[src/rtl/rf_access_ctrl_pkg.sv]
// Shared widths, FSM encodings and request bundle for the register-file
// access sequencer.
package rf_access_ctrl_pkg;

    localparam int DATA_INDEX_LIMIT     = 31;
    localparam int REG_ADDR_INDEX_LIMIT = 4;

    localparam logic [1:0] RF_ACC_IDLE  = 2'd0;
    localparam logic [1:0] RF_ACC_READ  = 2'd1;
    localparam logic [1:0] RF_ACC_WRITE = 2'd2;
    localparam logic [1:0] RF_ACC_DONE  = 2'd3;

    typedef logic [DATA_INDEX_LIMIT:0]     data_t;
    typedef logic [REG_ADDR_INDEX_LIMIT:0] addr_t;

    typedef struct packed {
        logic  op_wr;
        addr_t src1;
        addr_t src2;
        addr_t dst;
        data_t wdata;
    } rf_req_t;

    function automatic logic is_zero_reg(input addr_t a);
        return a == '0;
    endfunction

endpackage

[src/rtl/rf_acc_fsm.sv]
// Sequencer state machine: IDLE -> [READ] -> [WRITE] -> DONE.
// Strobes, ACK and BUSY are decoded straight from the state register.
module rf_acc_fsm
    import rf_access_ctrl_pkg::*;
(
    input  logic clk,
    input  logic rst_n,
    input  logic req,
    input  logic op_rd,
    input  logic op_wr,
    input  logic op_wr_q,
    output logic load,
    output logic rd_cap,
    output logic rf_read,
    output logic rf_write,
    output logic ack,
    output logic busy
);

    logic [1:0] state;
    logic [1:0] state_nxt;

    always_ff @(posedge clk or negedge rst_n) begin
        if (!rst_n) state <= RF_ACC_IDLE;
        else        state <= state_nxt;
    end

    always_comb begin
        state_nxt = state;
        unique case (state)
            RF_ACC_IDLE: begin
                if (req) begin
                    if (op_rd)      state_nxt = RF_ACC_READ;
                    else if (op_wr) state_nxt = RF_ACC_WRITE;
                    else            state_nxt = RF_ACC_DONE;
                end
            end
            RF_ACC_READ:  state_nxt = op_wr_q ? RF_ACC_WRITE : RF_ACC_DONE;
            RF_ACC_WRITE: state_nxt = RF_ACC_DONE;
            RF_ACC_DONE:  state_nxt = RF_ACC_IDLE;
            default:      state_nxt = RF_ACC_IDLE;
        endcase
    end

    assign load     = (state == RF_ACC_IDLE) && req;
    assign rf_read  = (state == RF_ACC_READ);
    assign rd_cap   = rf_read;
    assign rf_write = (state == RF_ACC_WRITE);
    assign ack      = (state == RF_ACC_DONE);
    assign busy     = (state != RF_ACC_IDLE);

endmodule

[src/rtl/rf_access_ctrl.sv]
// Register-file access sequencer: latches one request, reads then writes.
// Define RF_ACC_ZERO_REG_EN to make register 0 read as zero and ignore writes.
module rf_access_ctrl
    import rf_access_ctrl_pkg::*;
(
    input  logic  CLK,
    input  logic  RST,
    input  logic  REQ,
    input  logic  OP_RD,
    input  logic  OP_WR,
    input  addr_t SRC1,
    input  addr_t SRC2,
    input  addr_t DST,
    input  data_t WDATA,
    output logic  ACK,
    output logic  BUSY,
    output data_t RDATA1,
    output data_t RDATA2,
    output logic  RF_READ,
    output logic  RF_WRITE,
    output addr_t RF_ADDR_R1,
    output addr_t RF_ADDR_R2,
    output addr_t RF_ADDR_W,
    output data_t RF_DATA_W,
    input  data_t RF_DATA_R1,
    input  data_t RF_DATA_R2
);

    rf_req_t req_q;
    logic    wr_eff;
    logic    load;
    logic    rd_cap;
    data_t   rd1_val;
    data_t   rd2_val;

`ifdef RF_ACC_ZERO_REG_EN
    // A write to r0 is dropped at accept time so the FSM skips WRITE.
    assign wr_eff  = OP_WR && !is_zero_reg(DST);
    assign rd1_val = is_zero_reg(req_q.src1) ? '0 : RF_DATA_R1;
    assign rd2_val = is_zero_reg(req_q.src2) ? '0 : RF_DATA_R2;
`else
    assign wr_eff  = OP_WR;
    assign rd1_val = RF_DATA_R1;
    assign rd2_val = RF_DATA_R2;
`endif

    rf_acc_fsm u_fsm (
        .clk      (CLK),
        .rst_n    (RST),
        .req      (REQ),
        .op_rd    (OP_RD),
        .op_wr    (wr_eff),
        .op_wr_q  (req_q.op_wr),
        .load     (load),
        .rd_cap   (rd_cap),
        .rf_read  (RF_READ),
        .rf_write (RF_WRITE),
        .ack      (ACK),
        .busy     (BUSY)
    );

    always_ff @(posedge CLK or negedge RST) begin
        if (!RST) begin
            req_q <= '0;
        end else if (load) begin
            req_q.op_wr <= wr_eff;
            req_q.src1  <= SRC1;
            req_q.src2  <= SRC2;
            req_q.dst   <= DST;
            req_q.wdata <= WDATA;
        end
    end

    always_ff @(posedge CLK or negedge RST) begin
        if (!RST) begin
            RDATA1 <= '0;
            RDATA2 <= '0;
        end else if (rd_cap) begin
            RDATA1 <= rd1_val;
            RDATA2 <= rd2_val;
        end
    end

    assign RF_ADDR_R1 = req_q.src1;
    assign RF_ADDR_R2 = req_q.src2;
    assign RF_ADDR_W  = req_q.dst;
    assign RF_DATA_W  = req_q.wdata;

endmodule

[config.mk]
export PLATFORM = sky130hd
export DESIGN_NAME = rf_access_ctrl
export DESIGN_NICKNAME = d
export VERILOG_FILES = /design/src/rtl/rf_access_ctrl_pkg.sv /design/src/rtl/rf_acc_fsm.sv /design/src/rtl/rf_access_ctrl.sv
export SDC_FILE = /design/constraint.sdc
export NUM_CORES = 1
export LEC_CHECK = 0
export ABC_AREA = 1
export CAP_MARGIN = 5
export CORE_AREA = 2 2 95 97
export CTS_BUF_LIST = sky130_fd_sc_hd__clkbuf_8
export CTS_CLUSTER_SIZE = 28
export DETAILED_ROUTE_END_ITERATION = 10
export DIE_AREA = 0 0 97 99
export DONT_BUFFER_PORTS = 1
export PLACE_DENSITY = 0.69
export RECOVER_POWER = 50
export REMOVE_ABC_BUFFERS = 1
export SLEW_MARGIN = 10
export SYNTH_ARGS = -nofsm -noshare
export SYNTH_HDL_FRONTEND = slang
export SYNTH_SLANG_ARGS = --single-unit
[constraint.sdc]
create_clock -name CLK -period 1.8 [get_ports CLK]
set_clock_uncertainty 0.15 [all_clocks]
set_input_delay 0.36 -clock CLK [delete_from_list [all_inputs] [get_ports CLK]]
set_output_delay 0.36 -clock CLK [all_outputs]
set_load 0.02 [all_outputs]
==> results of run 1 <==
[state kept, by name (all words and copies together), names as in the netlist]
name and flops:
RF_ADDR_R2 5, RF_DATA_W 32, u_fsm.state 2, req_q 1
RF_ADDR_W 5, RDATA2 32, RF_ADDR_R1 5, RDATA1 32
[per-layer routing]
layer / vias to the layer above / GRT usage [%] / routed length [µm]
li1: 1801 / - / -
met1: 1869 / 33.6 / 5010
met2: 222 / 45.1 / 6420
met4: 0 / 10.1 / 267
met3: 19 / 11.9 / 1250
met5: - / 0 / 0
[cells in the final DEF, fill, tap and decap left out, types with 2 or more instances in the layout]
cell type,n
buf_12,3
buf_4,11
buf_6,2
bufbuf_16,2
bufinv_16,4
clkbuf_8,17
clkinv_2,3
clkinv_4,3
clkinvlp_4,2
dfrtp_1,114
dlygate4sd3_1,114
ha_1,2
ha_4,2
inv_1,71
inv_2,2
nand2_1,168
nand3_1,49
nor2_1,2
o21ai_0,58
o21ai_1,7
[critical path: cells and delay by family (launching register included)]
family	cells	cell delay, ns
fa+ha+maj	1	0.16
buf+inv	2	0.28
flops	1	0.41
[Yosys cell counts]
| master | n | area share, % |
|---|---|---|
| buf_6 | 2 | 0.49 |
| o21ai_1 | 4 | 0.44 |
| a21oi_1 | 1 | 0.11 |
| clkbuf_2 | 3 | 0.33 |
| buf_4 | 6 | 0.99 |
| dfrtp_1 | 114 | 62 |
| buf_1 | 1 | 0.082 |
| nand2_1 | 168 | 14 |
| nor2_1 | 2 | 0.16 |
| o21ai_0 | 61 | 6.7 |
| nand3_1 | 49 | 5.4 |
| buf_2 | 13 | 1.4 |
| ha_1 | 5 | 1.4 |
| clkbuf_1 | 5 | 0.41 |
| inv_1 | 72 | 5.9 |
[cells by family (layout without fill, tap and decap cells)]
logic type / after synthesis / after routing / share of synthesized area (%)
compound gates: 66 / 66 / 7.23
buf+inv: 102 / 238 / 9.64
fa+ha+maj: 5 / 5 / 1.37
simple gates: 219 / 219 / 19.3
flops: 114 / 114 / 62.4
[where the power goes]
part / switching, mW / leakage, nW / internal [mW]
combinational: 1.96 / 1.57 / 1.48
clock: 1.05 / 0.218 / 1.50
sequential: 2.45 / 1.41 / 3.81
total: 5.46 / 3.19 / 6.79
[per-stage QoR]
stage	util, %	setup slack (ns)	setup TNS [ns]	hold WS, ns
floorplan	-	-1.41	-145.70	-0.0856
global placement	54.4	0.206	0	-0.0828
detailed placement	54.4	0.121	0	-0.0828
CTS	74.8	-0.000612	-0.000612	-0.540
global route	74.9	-0.0351	-0.0693	-0.563
finish	74.9	0.0306	0	-0.519
[how the worst max path moves through the flow]
stage | from | end
floorplan | u_fsm.state[1] | RDATA1[0]
global placement | u_fsm.state[1] | RF_DATA_W[8]
detailed placement | u_fsm.state[1] | RF_DATA_W[25]
CTS | u_fsm.state[0] | RF_READ
global route | u_fsm.state[0] | RF_READ
finish | u_fsm.state[0] | RF_READ
[final cells by class]
| class | instances | area share (%) |
|---|---|---|
| multi-input combinational | 290 | 20.4 |
| sequential | 114 | 44.5 |
| tap | 108 | 2.11 |
| timing repair buffer | 134 | 22.1 |
| clock buffer | 17 | 3.65 |
| clock inverter | 15 | 3.01 |
| inverter | 72 | 4.26 |
[what timing repair did]
item,4_1_cts,5_1_grt
setup buffers,6,0
gates cloned,3,0
endpoints found under the setup margin,3,42
pin swaps,2,1
hold endpoints to repair,226,114
resized for setup,6,8
==> summary.txt, run 1 <==
Cells and area
  – Finished Cell Area: 6400 µm²
  – Final nets: 750
  – Non-Filler Instances: 750
  – ANT cells: 0
  – Fillers: 513
  – Area of the multi-input gates: 1300 µm²
  – Share of post-route cells with drive strength above 1: between 8 and 9%
  – Area grow syn2layout: 40.2%
  – Register area: 2850 µm²

Clock tree
  – CTS buffer count: 17
  – H-tree lvl count: 4
  – Sink Count: ~110
  – Clk_lat worst skew: just over 0.4 ns
  – Number of hold buffers added after CTS: 115
  – Clk root buf: clkbuf_8
  – Clock transition at path regs: ~0.07 ns
  – Clk buf depth: 2
  – CTS tree: yes

Place
  – Port Buf Inserts: 0
  – Detail Placement HPWL: just over 7000 µm
  – Post-placement cell area: 4650 µm²
  – Routability congestion estimate: 0.804
  – Post-Place Cells: 594

Critical path
  – CP Max Fanout: 8
  – Crit path kind: reg2out
  – Worst-path cell chain: buf_6 > ha_4 > buf_12
  – Critical R2R Capture: RF_DATA_W[26]
  – Worst path required time: about 1.3 ns
  – R2R Setup Slk: 0.08 ns
  – Reg2reg path depth: 6
  – Startpoint Class: register
  – CP max stage delay: slightly above 0.4 ns
  – Critical path arrival: 1.26 ns
  – Worst setup EP type: output port
  – Reg-to-reg startpoint: u_fsm.state[0]
  – Slowest-stage cell, CP: dfrtp_1

Pwr
  – Total power: 12.3 mW
  – VDD IR max: 0.000946 V
  – LEAKAGE: 3.19 nW
  – Cell Pwr Density: roughly 1900 nW/µm²

Timing
  – RSZ-0062 raised after global routing: yes
  – Slew HR: 82.2%
  – Period minus WS final: 1.77 ns
  – Worst Max-Slew Pin Slew: 0.268 ns
  – Final worst path period share: between 90% and 100%
  – Final Hold Vio Count: 114
  – Fin. max-slew vios: 0
  – Final setup vio count: 0
  – Max Fclk: between 500 and 600 MHz
  – Worst hold-check slack: -0.519 ns

Global routing
  – Largest net degree at the start of global routing: 115
  – GR Util All Layers: 27.8%
  – First-pass GRT wire length: approximately 21000 µm
  – Initial antenna violation count: 0
  – Vias in the first global route: between 4000 and 5000
  – Total gr overflow: 0

Floorplan
  – Die Y: 99 µm
  – Starting Density: between 50% and 60%
  – Placeable Area: 8550 µm²
  – # IOs: 231
  – Die area: around 9600 µm²
  – DIE WIDTH: 97 µm
  – FP Rows: 34

Synthesis
  – Mapped Cells: 506
  – Synth Cell Area: 4570 µm²
  – Avg Cell Area, Syn: 9.03 µm²
  – Register area share after synthesis: a little over three fifths
  – Cell variety after synth: 15
  – Synth Register Bits: 114
  – Synth warn: 0

Routing
  – DRC viols: 0
  – Pre-antenna DRT Iters: 4
  – Total Wirelength: 12900 µm
  – Drt wl/cell: 17.3 µm
  – Via/cell ratio: 5.21
  – Number of routed nets with antenna violations: 0
  – Total number of vias: 3911
  – Initial DRC Count: 165

Status
  – Outcome: finished, violations left
  – Failing checks: negative hold slack

Flow run
  – Max-Cap Viols: 0

Min path
  – HP Class: in2async
Power figures use the tool's default switching activity.
==> run 2: changes to the inputs <==
--- a/config.mk
+++ b/config.mk
@@ -13,6 +13,7 @@
 export DETAILED_ROUTE_END_ITERATION = 10
 export DIE_AREA = 0 0 97 99
 export DONT_BUFFER_PORTS = 1
+export GPL_TIMING_DRIVEN = 1
 export PLACE_DENSITY = 0.69
 export RECOVER_POWER = 50
 export REMOVE_ABC_BUFFERS = 1
==> constraint.sdc (replaced) <==
create_clock -name CLK -period 2.1 [get_ports CLK]
set_clock_uncertainty 0.15 [all_clocks]
set_input_delay 0.42 -clock CLK [delete_from_list [all_inputs] [get_ports CLK]]
set_output_delay 0.42 -clock CLK [all_outputs]
set_load 0.02 [all_outputs]
==> run 2 against run 1 <==
  * The flow now stops in clock tree synthesis (4_1_cts)
  * Synthesized cell count did not move
  * Synthesized area did not move
==> summary.txt, run 2 <==
Status
  – Outcome: did not finish
  – Last stage: clock tree synthesis (4_1_cts)
  – Log Error: [ERROR RSZ-0060] Max buffer count reached.

Synthesis
  – Main synth FF type: dfrtp_1
  – Mapped Cells: 506 (unchanged)
  – Post-synth top cells: nand2_1 (168), dfrtp_1 (114), inv_1 (72), o21ai_0 (61), nand3_1 (49)
  – Synth Register Bits: 114 (unchanged)
  – Avg Cell Area, Syn: 9.03 µm² (unchanged)
  – Count leader, synth: nand2_1
  – Synth warn: 0 (unchanged)
  – Main area contributors after synthesis: dfrtp_1 (62%), nand2_1 (14%), o21ai_0 (6.7%)
  – Async SR Flop Fraction: 100% (unchanged)
  – Area leader, netlist: dfrtp_1
  – Synth Cell Area: 4570 µm² (unchanged)
  – Register area share after synthesis: 62.4% (unchanged)
  – Cell variety after synth: 15 (unchanged)
  – Yosys top cell area share: 62.4% (unchanged)
  – Number of flops mapped to enable cells by yosys: 0 (unchanged)

Place
  – Detail Placement HPWL: 7110 µm (+0.95%)
  – Routability congestion estimate: 0.806 (+0.24%)
  – Dpl ws: 0.369 ns (+0.248 ns)
  – Port Buf Inserts: 0 (unchanged)

Clock tree
  – Sink Count: 114 (unchanged)
  – Post_cts resized: 0 (-6)
  – H-tree lvl count: 4 (unchanged)
  – CTS buffer count: 17 (unchanged)
  – Post-CTS Setup Bufs: 0 (-6)
  – Clk root buf: clkbuf_8
  – Number of hold buffers added after CTS: 126 (+9.6%)
  – Clk buf depth: 2 (unchanged)

Floorplan
  – Starting Density: 53.4% (unchanged)
  – Die Y: 99 µm (unchanged)
  – DIE WIDTH: 97 µm (unchanged)
  – FP Rows: 34 (unchanged)
  – # IOs: 231 (unchanged)
run 2: cell counts after synthesis:
Identical to the previous run, type by type.
run 2: per-stage QoR:
stage / hold slack [ns] / area, µm² / instances / utilization (%)
detailed placement: -0.0229 / 4640 / 594 / 54.2
floorplan: -0.0256 / 4400 / 476 / -
global placement: -0.0229 / 4640 / 594 / 54.2
run 2: logic make-up after synthesis:
| kind of cell | count (synthesis) | synth area share, % |
|---|---|---|
| buf+inv | 102 | 9.64 |
| compound gates | 66 | 7.23 |
| fa+ha+maj | 5 | 1.37 |
| flops | 114 | 62.4 |
| simple gates | 219 | 19.3 |
==> run 3: changes to the inputs <==
--- a/config.mk
+++ b/config.mk
@@ -7,14 +7,12 @@
 export LEC_CHECK = 0
 export ABC_AREA = 1
 export CAP_MARGIN = 5
-export CORE_AREA = 2 2 95 97
-export CTS_BUF_LIST = sky130_fd_sc_hd__clkbuf_8
-export CTS_CLUSTER_SIZE = 28
+export CORE_AREA = 2 2 110 112
 export DETAILED_ROUTE_END_ITERATION = 10
-export DIE_AREA = 0 0 97 99
+export DIE_AREA = 0 0 112 114
 export DONT_BUFFER_PORTS = 1
 export GPL_TIMING_DRIVEN = 1
-export PLACE_DENSITY = 0.69
+export PLACE_DENSITY_LB_ADDON = 0.15
 export RECOVER_POWER = 50
 export REMOVE_ABC_BUFFERS = 1
 export SLEW_MARGIN = 10
==> run 3 against run 2 <==
  * The flow now finishes, with violations (negative hold slack)
==> summary.txt, run 3 (same netlist as run 1, synthesis figures left out) <==
Status
  – Outcome: finished, violations left
  – Failing checks: negative hold slack

Timing
  – Slew HR: 47.7%
  – Final worst slack: 0.105 ns
  – Final Hold Vio Count: 114
  – Worst hold-check slack: -0.440 ns
  – Max Fclk: ~500 MHz
  – Final worst path period share: between 90% and 100%
  – Worst Max-Slew Pin Slew: roughly 0.78 ns
  – Fin. max-slew vios: 0
  – Final TNS setup: 0 ns
  – Final setup vio count: 0
  – Period minus WS final: 2.00 ns
  – RSZ-0062 raised after global routing: no

Routing
  – Via/cell ratio: 4.70
  – Initial DRC Count: 227
  – Total Wirelength: ~12000 µm
  – DRC viols: 0
  – Pre-antenna DRT Iters: 5
  – Total number of vias: between 3000 and 4000
  – Number of routed nets with antenna violations: 0
  – Drt wl/cell: 15.8 µm

Pwr
  – VDD IR max: 0.000793 V
  – LEAKAGE: 3.09 nW
  – Cell Pwr Density: 1680 nW/µm²
  – Total power: 10.6 mW

Critical path
  – Slowest-stage cell, CP: dfrtp_1
  – CP Max Fanout: 5
  – CP delay by family, top: buffers and inverters
  – Crit path kind: reg2out
  – Reg-to-reg startpoint: u_fsm.state[1]
  – Startpoint Class: register
  – Worst-path cell chain: inv_2 > ha_2 > buf_8 > inv_1 > buf_4
  – Worst setup EP type: output port
  – Worst Setup SP: u_fsm.state[1]
  – Worst path required time: 1.53 ns
  – Critical path arrival: 1.43 ns
  – CP max stage delay: 0.40 ns
  – Worst path bufs/invs: 4

Floorplan
  – DIE WIDTH: 112 µm (+15%)
  – Placeable Area: 11700 µm²
  – FP Rows: 40 (+18%)
  – Starting Density: 39.0% (-14 points)
  – Die area: 12800 µm²
  – # IOs: 231 (unchanged)
  – Die Y: 114 µm (+15%)

Cells and area
  – Core Util, Final: a little over half
  – ANT cells: 0
  – Area grow syn2layout: 37.7%
  – Commonest non-fill, non-tap cell in the layout: nand2_1
  – Finished Cell Area: 6290 µm²
  – Final nets: 728
  – Most frequent cells in the layout: nand2_1 (168), dfrtp_1 (114), dlygate4sd3_1 (100), inv_1 (71), o21ai_0 (62)
  – Non-Filler Instances: around 770
  – Share of post-route cells with drive strength above 1: 7.11%

Place
  – Port Buf Inserts: 0 (unchanged)
  – Post-Place Cells: 632 (+6.4%)
  – Post-placement cell area: 4690 µm² (+1.2%)
  – Dpl ws: 0.367 ns (-0.00228 ns)
  – Detail Placement HPWL: 7120 µm (+0.11%)
  – Routability congestion estimate: 0.707 (-12%)

Global routing
  – Vias in the first global route: 3617
  – Initial antenna violation count: 0
  – Total gr overflow: 0
  – Largest net degree at the start of global routing: 115
  – GR Util All Layers: 18.6%
  – First-pass GRT wire length: 18500 µm

Clock tree
  – CTS buffer count: 17 (unchanged)
  – H-tree lvl count: 4 (unchanged)
  – Number of hold buffers added after CTS: 100 (-21%)
  – Clk root buf: clkbuf_16
  – Sink Count: 114 (unchanged)
  – Clk_lat worst skew: 0.40 ns
  – CTS tree: yes
  – Clk buf depth: 2 (unchanged)
  – Clock transition at path regs: ~0.05 ns

Min path
  – HP Class: in2async

Flow run
  – Max-Cap Viols: 0
==> run 3: where the power goes <==
group          internal, mW  total, mW  leakage (nW)  switching, mW
Clock                  1.79       2.78         0.277          0.992
Combinational         0.971       2.46          1.41           1.49
Sequential             3.27       5.36          1.41           2.08
Total                  6.03       10.6          3.09           4.57
==> run 3: worst register-to-register path, cell delays in order (launching register included) <==
cell,delay [ns]
dfrtp_1,0.40
inv_2,0.10
ha_2,0.21
buf_8,0.13
buf_6,0.16
nand3_1,0.11
dlygate4sd3_1,0.58
nand2_1,0.07
==> run 3: repair_timing <==
action,in CTS,in global routing
cloned,0,0
pin swaps,0,0
endpoints found under the setup margin,1,7
endpoints found under the hold margin,203,114
setup buffers,1,2
gates resized for setup,2,2
==> run 3: final timing paths <==
check                               end  slack, ns  cells past startpoint
min reg2reg                   req_q[47]       0.36                      2
max in group asynchronous    RDATA1[23]       2.08                      0
min in group CLK             RDATA2[19]       0.02                      2
max reg2reg                RF_DATA_W[4]       0.13                      7
max                                BUSY       0.10                      5
min                          RDATA2[20]      -0.44                      0
==> run 3: metal layers <==
metal,GRT usage (%),routed length (µm),vias up
li1,-,-,1754
met2,31.1,5910,182
met3,6.75,1180,14
met1,22.3,4830,1649
met5,0,0,-
met4,6.59,172,0
==> run 3: cell type report <==
cell class / instances / area [µm²]
Fill cell: 1008 / 5420
Sequential cell: 114 / 2850
Multi-Input combinational cell: 290 / 1290
Timing Repair Buffer: 112 / 1120
Clock buffer: 20 / 457
Inverter: 72 / 270
Tap cell: 147 / 184
Clock inverter: 11 / 113
==> run 4: changes to the inputs <==
--- a/config.mk
+++ b/config.mk
@@ -14,7 +14,6 @@
 export GPL_TIMING_DRIVEN = 1
 export PLACE_DENSITY_LB_ADDON = 0.15
 export RECOVER_POWER = 50
-export REMOVE_ABC_BUFFERS = 1
 export SLEW_MARGIN = 10
 export SYNTH_ARGS = -nofsm -noshare
 export SYNTH_HDL_FRONTEND = slang
==> run 4 against run 3 <==
  * The run still ends with negative hold slack left
  * Fmax barely moved
  * Power fell by 4.1%
  * Final cell count fell by 1.0%
  * Die area did not move
  * Critical path depth fell by 1
  * Setup slack got worse by 0.0014 ns
  * Design area fell by 2.0%
  * Sequential power barely moved
  * First-iteration DRC count rose by 19%
  * Largest power group unchanged
  * Highest routed layer unchanged
==> summary.txt, run 4 (same netlist as run 1, synthesis figures left out) <==
Status
  – Outcome: finished, violations left
  – Failing checks: negative hold slack

Floorplan
  – # IOs: 231 (unchanged)
  – Die area: 12800 µm² (unchanged)
  – FP Rows: 40 (unchanged)
  – Starting Density: 39.0% (unchanged)
  – Placeable Area: 11700 µm² (unchanged)
  – Die Y: 114 µm (unchanged)
  – DIE WIDTH: 112 µm (unchanged)

Timing
  – Final setup vio count: 0 (unchanged)
  – Final TNS setup: 0 ns (unchanged)
  – Final worst path period share: 95.1% (about the same)
  – Slew HR: 76.2% (+28 points)
  – Fin. max-slew vios: 0 (unchanged)
  – Worst hold-check slack: -0.433 ns (+0.00632 ns)
  – RSZ-0062 raised after global routing: no
  – Worst Max-Slew Pin Slew: 0.357 ns (-0.427 ns)
  – Final Hold Vio Count: 114 (unchanged)
  – Max Fclk: 501 MHz (about the same)
  – Period minus WS final: 2.00 ns (+0.00142 ns)
  – Final worst slack: 0.103 ns (-0.00142 ns)

Place
  – Dpl ws: 0.444 ns (+0.0772 ns)
  – Detail Placement HPWL: 6910 µm (-3.0%)
  – Port Buf Inserts: 0 (unchanged)
  – Routability congestion estimate: 0.719 (+1.8%)

Critical path
  – Worst-path cell chain: inv_1 > ha_2 > inv_1 > buf_4
  – R2R Setup Slk: 0.13 ns (about the same)
  – Worst setup EP type: output port
  – Slowest-stage cell, CP: dfrtp_1
  – Worst path required time: 1.53 ns (about the same)
  – Crit path kind: reg2out
  – Worst path bufs/invs: 3 (-1)
  – CP Max Fanout: 4 (-1)
  – Startpoint Class: register
  – Critical path arrival: 1.43 ns (about the same)
  – CP delay by family, top: flip-flops
  – CP max stage delay: 0.42 ns (+0.02 ns)
  – Crit path top cell by count: inv_1

Pwr
  – VDD IR max: 0.000844 V (+6.4%)
  – Cell Pwr Density: 1650 nW/µm² (-2.1%)
  – Net switching power: 4.40 mW (-3.6%)
  – Combinational power share: 23.2% (about the same)
  – LEAKAGE: 3.04 nW (-1.8%)
  – Sw Ratio: 43.3% (+0.23 points)
  – P_int: 5.76 mW (-4.5%)
  – Reg power frac: 52.6% (+2.1 points)
  – Clock power frac: 24.2% (-2.0 points)

Cells and area
  – Most frequent cells in the layout: nand2_1 (168), dfrtp_1 (114), dlygate4sd3_1 (97), inv_1 (72), o21ai_0 (61)
  – Area grow syn2layout: 34.9%
  – Commonest non-fill, non-tap cell in the layout: nand2_1
  – Final nets: 721 (-0.96%)
  – Fillers: 1054 (+4.6%)
  – ANT cells: 0 (unchanged)
  – Core Util, Final: 52.6% (-1.1 points)
  – Share of post-route cells with drive strength above 1: 6.06% (-1.1 points)

Routing
  – Number of routed nets with antenna violations: 0 (unchanged)
  – Via/cell ratio: 4.74 (+0.80%)
  – Total number of vias: 3590 (-0.25%)
  – Total Wirelength: 11300 µm (-6.4%)
  – DRC viols: 0 (unchanged)
  – Drt wl/cell: 14.9 µm (-5.4%)
  – Pre-antenna DRT Iters: 4 (-1)
  – Initial DRC Count: 269 (+19%)

Clock tree
  – Clock transition at path regs: 0.05 ns (about the same)
  – H-tree lvl count: 4 (unchanged)
  – Post-CTS Setup Bufs: 0 (-1)
  – CTS buffer count: 17 (unchanged)
  – Sink Count: 114 (unchanged)
  – Clk buf depth: 2 (unchanged)
  – CTS tree: yes
  – Number of hold buffers added after CTS: 97 (-3.0%)
  – Clk_lat worst skew: 0.40 ns (about the same)
  – Clk root buf: clkbuf_16

Global routing
  – First-pass GRT wire length: 18300 µm (-1.0%)
  – Total gr overflow: 0 (unchanged)
  – Vias in the first global route: 3689 (+2.0%)
  – Largest net degree at the start of global routing: 115 (unchanged)
  – Initial antenna violation count: 0 (unchanged)
  – GR Util All Layers: 18.2% (-0.41 points)

Min path
  – HP Class: in2async

Flow run
  – Max-Cap Viols: 0 (unchanged)

Synthesis
  – Synth Net Count: 627
-- run 4: cell types whose count changed in the layout (fill, tap and decap cells not counted), sizes merged --
cell / before / now
buf: 11 / 8
dlygate4sd3: 100 / 97
clkinv: 6 / 7
bufinv: 2 / 0
clkinvlp: 3 / 0
clkbuf: 21 / 23
-- run 4: metal layers --
layer | share of wire, % | vias up | track usage (%)
li1 | - | 1742 | -
met1 | 39 | 1652 | 21.0
met2 | 49 | 180 | 29.5
met3 | 11 | 16 | 8.08
met4 | 1.6 | 0 | 7.72
met5 | 0 | - | 0
-- run 4: through the flow --
stage                     instances  total power [mW]  hold WS (ns)  instance area (µm²)
final                           758              10.2        -0.433                 6160
after floorplan                 506              6.89       -0.0256                 4570
after detailed placement        631              7.54       -0.0232                 4670
after CTS                       758              10.2        -0.457                 6150
after global routing            758              10.9        -0.461                 6160
after global placement          631              7.43       -0.0232                 4670
-- run 4: final timing paths --
check,from,endpoint,cells after the start
worst max-delay path,u_fsm.state[1],BUSY,4
worst min-delay path,RST,RDATA1[19],0
worst max register to register,u_fsm.state[1],RF_DATA_W[20],6
worst min register to register,req_q[47],req_q[47],2
max in group asynchronous,RST,RF_DATA_W[7],0
min in group CLK,RF_DATA_R1[0],RDATA1[0],2
-- run 4: cell type report --
type / count / area (µm²) / share of cell area, %
clock buffers: 23 / 478 / 7.76
repair buffers: 105 / 1050 / 17.1
inverters: 72 / 270 / 4.39
multi-input cells: 290 / 1290 / 21.0
well taps: 147 / 184 / 2.98
flip-flops and latches: 114 / 2850 / 46.3
clock inverters: 7 / 35.0 / 0.569
-- run 4: repair_timing --
item / CTS / global route
endpoints found under the hold margin: 199 / 114
setup endpoints to repair: 0 / 12
resized for setup: 0 / 3
-- run 4: power groups by stage --
stage                     Sequential, mW  Combinational (mW)  Clock (mW)
after global placement              5.38                2.06           0
final                               5.34                2.36        2.45
after detailed placement            5.38                2.16           0
after floorplan                     5.10                1.79           0
after CTS                           5.37                2.33        2.53
after global routing                5.48                2.79        2.64
-- run 4: worst reg2reg max path, delay by kind of cell (launching register included) --
family | cells | cell delay, ns
buf+inv | 3 | 0.92
flops | 1 | 0.42
fa+ha+maj | 1 | 0.25
simple gates | 2 | 0.17
